===== config.mk =====
export PLATFORM = sky130hd
export DESIGN_NAME = lane_burst_arbiter
export DESIGN_NICKNAME = d
export VERILOG_FILES = /design/src/rtl/lane_burst_arbiter.sv
export SDC_FILE = /design/constraint.sdc
export NUM_CORES = 1
export LEC_CHECK = 0
export ABC_CLOCK_PERIOD_IN_PS = 2600
export BUFFER_PORTS_ARGS = -buffer_cell sky130_fd_sc_hd__buf_4
export CAP_MARGIN = 20
export CORE_MARGIN = 8
export CORE_UTILIZATION = 35
export DETAILED_ROUTE_END_ITERATION = 8
export GPL_ROUTABILITY_DRIVEN = 1
export PLACE_DENSITY = 0.71
export SYNTH_ARGS = -nofsm -noshare
export SYNTH_HDL_FRONTEND = slang
export SYNTH_SLANG_ARGS = --single-unit

===== constraint.sdc =====
create_clock -name clk -period 2.6 [get_ports clk]
set_input_delay 0.52 -clock clk [delete_from_list [all_inputs] [get_ports clk]]
set_output_delay 0.52 -clock clk [all_outputs]
set_load 0.01 [all_outputs]

===== src/rtl/lane_burst_arbiter.sv =====
// Round-robin burst arbiter: graded-width requester lanes share one zero-extended output bus.
// Optional per-lane grant counters are built when LANE_BURST_ARBITER_STATS_EN is defined.
module lane_burst_arbiter #(
  parameter int unsigned LANES     = 3,
  parameter int unsigned BURST_MAX = 4
) (
  input  logic                                   clk,
  input  logic                                   rst,
  input  logic [LANES-1:0]                       req,
  input  logic [LANES-1:0]                       last,
  input  logic [LANES*LANES-1:0]                 in_data,
  output logic [LANES-1:0]                       gnt,
  output logic                                   out_valid,
  input  logic                                   out_ready,
  output logic [((LANES > 1) ? $clog2(LANES) : 1)-1:0] out_lane,
  output logic [2*LANES-2:0]                     out_data,
  output logic [8*LANES-1:0]                     grant_cnt
);

  localparam int unsigned LaneW = (LANES > 1) ? $clog2(LANES) : 1;
  localparam int unsigned DataW = 2 * LANES - 1;
  localparam int unsigned BeatW = $clog2(BURST_MAX + 1);

  typedef enum logic [0:0] {StIdle, StBusy} state_e;

  state_e             state_q, state_d;
  logic [LaneW-1:0]   rr_q, rr_d;
  logic [LaneW-1:0]   lane_q, lane_d;
  logic [BeatW-1:0]   beat_q, beat_d;
  logic [LANES-1:0]   gnt_q, gnt_d;
  logic               grant_fire;

  // Lane i occupies [i*i +: 2*i+1]; widen every slice to the bus width once.
  logic [DataW-1:0] lane_ext [LANES];
  for (genvar g = 0; g < LANES; g++) begin : g_lane
    assign lane_ext[g] = DataW'(in_data[g*g +: 2*g+1]);
  end

  always_ff @(posedge clk) begin
    if (rst) begin
      state_q <= StIdle;
      rr_q    <= '0;
      lane_q  <= '0;
      beat_q  <= '0;
      gnt_q   <= '0;
    end else begin
      state_q <= state_d;
      rr_q    <= rr_d;
      lane_q  <= lane_d;
      beat_q  <= beat_d;
      gnt_q   <= gnt_d;
    end
  end

  always_comb begin
    logic             found;
    logic             rel;
    logic [LaneW-1:0] sel;
    logic [LaneW-1:0] idx;
    state_d    = state_q;
    rr_d       = rr_q;
    lane_d     = lane_q;
    beat_d     = beat_q;
    gnt_d      = gnt_q;
    grant_fire = 1'b0;
    found      = 1'b0;
    rel        = 1'b0;
    sel        = rr_q;
    idx        = '0;
    // First set request at or above the pointer, wrapping past the top lane.
    for (int k = 0; k < LANES; k++) begin
      idx = LaneW'((int'(rr_q) + k) % LANES);
      if (!found && req[idx]) begin
        found = 1'b1;
        sel   = idx;
      end
    end
    unique case (state_q)
      StIdle: begin
        if (found) begin
          state_d    = StBusy;
          lane_d     = sel;
          gnt_d      = LANES'(1) << sel;
          beat_d     = '0;
          grant_fire = 1'b1;
        end
      end
      StBusy: begin
        if (!req[lane_q]) begin
          rel = 1'b1;
        end else if (out_ready) begin
          if (last[lane_q] || (beat_q == BeatW'(BURST_MAX - 1))) rel = 1'b1;
          else beat_d = beat_q + 1'b1;
        end
      end
      default: state_d = StIdle;
    endcase
    if (rel) begin
      state_d = StIdle;
      gnt_d   = '0;
      beat_d  = '0;
      rr_d    = (lane_q == LaneW'(LANES - 1)) ? '0 : lane_q + 1'b1;
    end
  end

  always_comb begin
    gnt       = gnt_q;
    out_lane  = lane_q;
    out_valid = (state_q == StBusy) && req[lane_q];
    out_data  = out_valid ? lane_ext[lane_q] : '0;
  end

`ifdef LANE_BURST_ARBITER_STATS_EN
  for (genvar g = 0; g < LANES; g++) begin : g_stats
    logic [7:0] cnt_q;
    always_ff @(posedge clk) begin
      if (rst) begin
        cnt_q <= '0;
      end else if (grant_fire && (lane_d == LaneW'(g)) && (cnt_q != 8'hFF)) begin
        cnt_q <= cnt_q + 8'd1;
      end
    end
    assign grant_cnt[8*g +: 8] = cnt_q;
  end
`else
  assign grant_cnt = '0;
`endif

endmodule


==> results.cfg <==
[status]
outcome = finished, final reports clean

[sta]
hold_ws_ps = 443.5
period_share_pct = 89.57
rsz0062_at_grt = no
fin_crit_ps = 2329
timing.setup.tns_ps = 0
hold_violations = 0
max_freq_mhz = 429.4
skew_ps = 0.8414
setup_violations = 0
drv_slew = 0
setup_slack_ps = 271.1

[logic_synthesis]
yosys-top-cells-area = dfxtp_1, buf_4, ha_1, a21oi_1, nor2_1
ys_seq_area_share_pct = 21.65
synth_common_cells = buf_4, nor2_1, a21oi_1
ys_ff_latch = 11
synthSimpleGateAreaFrac_pct = 22.26
synth_cells = 134
synth_area_um2 = 1017
synth-xor-area-share_pct = 0
synthArstFlopShare_pct = 0
synth_compound_area_share_pct = 18.20
synth_flop_cell = dfxtp_1
netlist.area_leader.share_pct = 21.65
synth_cell_type_count = 38
synth_edf_count = 0
muxShareOfSynthArea_pct = 7.626
synthAdderAreaFrac_pct = 7.380
yosys.area.top_type = dfxtp_1
avgSynthCellArea_um2 = 7.591
synth_top_family_by_area = buffers and inverters
yosysWarnings = 0
synthMostInstantiatedCell = buf_4

[grt]
grt_pass1_wl_mm = 4.209
grt_usage_pct = 9.899
grt_pass1_vias = 921
grt_start_max_net_pins = 11
grt_overflow = 0
antenna_found_initial = 0

[critical_path]
crit_buf_inv = 2
cp_top_family = simple AND/OR/NAND/NOR gates
crit_required_ps = 2080
path_cells = nor2b_2 > o2bb2ai_1 > nand2_1 > inv_1 > and3_1 > buf_4
cp_max_fo = 8
criticalPathCategory = flip-flop to primary output
critPathLaunchType = flip-flop
slowest_stage = dfxtp_1
max_stage_delay_ps = 430
endpoint_kind = primary output
worstPathArrival_ps = 1810

[drt]
drcViolationCount = 0
drtIter0Drc = 27
first_pass_iters = 4
wl_per_cell_um = 13.07
drt-total-wl_mm = 2.522
postRouteAntennaNets = 0
routed_via_density = 4.839
num_vias = 934

[placement]
hpwl_mm = 2.124
dpl_worst_slack_ps = 323.2
gp_congestion = 0.8106
port_buffers = 28

[finish]
fin_util_pct = 43.01
antenna_cells = 0
final_nets = 187
area_growth_pct = 16.61
num-fill-cells = 305
ff_latch_area_um2 = 220.2
multi_input_area_um2 = 656.9
drive_above_1_share_pct = 23.46

[clocking]
cts_hold_buf = 0
cts.clk_slew.worst_paths_ps = 70
cts_buffers = 3
cts.sinks = 11
cts_htree_levels = 1
cts-root-buf = clkbuf_4
clk_latency_ps = 270
cts_buffer_depth = 2
cts_tree = yes

[run]
cap_violations = 0

[die]
ios = 53
die_w_um = 69.91
start_util_pct = 36.89
dieArea_um2 = 4887
num_rows = 19
die_h_um = 69.91
core_area_um2 = 2758

[min_path]
hp-class = input port to flip-flop

[power]
ir_worst_vdd_uv = 443.1
power.leakage_nw = 0.5439
power.density_nw_per_um2 = 629.9
[worst register-to-register path, delay by kind of cell (launching register included)]
family                     cells  cell delay, ps
muxes                          2             610
buffers and inverters          1             120
DFF                            1             330
and+or+nand+nor                3             740
adders and majority gates      1             300
AOI/OAI and AO/OA              1              60
[through the flow]
step	power, W	instance area (µm²)	instances
final	0.0007471	1186	193
after global routing	0.0008093	1186	193
after CTS	0.0007486	1184	193
after detailed placement	0.0006319	1157	189
after global placement	0.0006221	1157	189
after floorplan	0.0005449	1104	157
[layer usage]
metal	global-route usage [%]	up-vias	part of all wire (%)
met3	2.825	5	5.5
li1	-	468	-
met4	2.679	0	0.99
met5	0	-	0
met2	19.19	23	54
met1	9.887	438	40
[report_power, final]
part / internal [W] / total (W) / switching [W]
Sequential: 0.000198 / 0.000227 / 0.0000289
Combinational: 0.000178 / 0.000404 / 0.000227
Clock: 0.0000594 / 0.000116 / 0.0000568
Total: 0.000435 / 0.000747 / 0.000312
[logic make-up (layout without fill, tap and decap cells)]
group	after synthesis	count (layout)
and+or+nand+nor	46	46
muxes	7	7
buffers and inverters	35	40
adders and majority gates	6	6
DFF	11	11
AOI/OAI and AO/OA	28	28
other	1	24
[worst paths after layout]
check,from,endpoint,slack (ps),depth (start not counted)
min,rst,rr_q[0],440,2
max,out_lane[1],out_data[3],270,6
max reg2reg,rr_q[0],gnt[1],310,8
min reg2reg,gnt[2],gnt[2],470,2
[registers in the layout (all words and copies together) (netlist names)]
| name | cells |
|---|---|
| beat_q | 3 |
| out_lane | 2 |
| rr_q | 2 |
| gnt | 3 |
| state_q | 1 |
[area by class of cell]
| class | instances | share of cell area (%) |
|---|---|---|
| multi-input cells | 111 | 55.38 |
| clock buffers | 4 | 2.215 |
| inverters | 7 | 2.215 |
| well taps | 31 | 3.270 |
| repair buffers | 29 | 18.35 |
| flip-flops and latches | 11 | 18.57 |
[cells in the final DEF (no fill, tap or decap), drive strengths merged, types with 4 or more instances in the layout]
cell type,instances
a21oi,12
buf,29
clkbuf,4
conb,24
dfxtp,11
ha,6
inv,7
mux2i,4
nand2,10
nor2,15
nor2b,4
or2,5
[what timing repair did]
item	in CTS	in global routing
buffers inserted	0	0
endpoints found under the setup margin	0	2
gates resized for setup	0	1
Note: power is estimated with default switching activity, not from simulation.
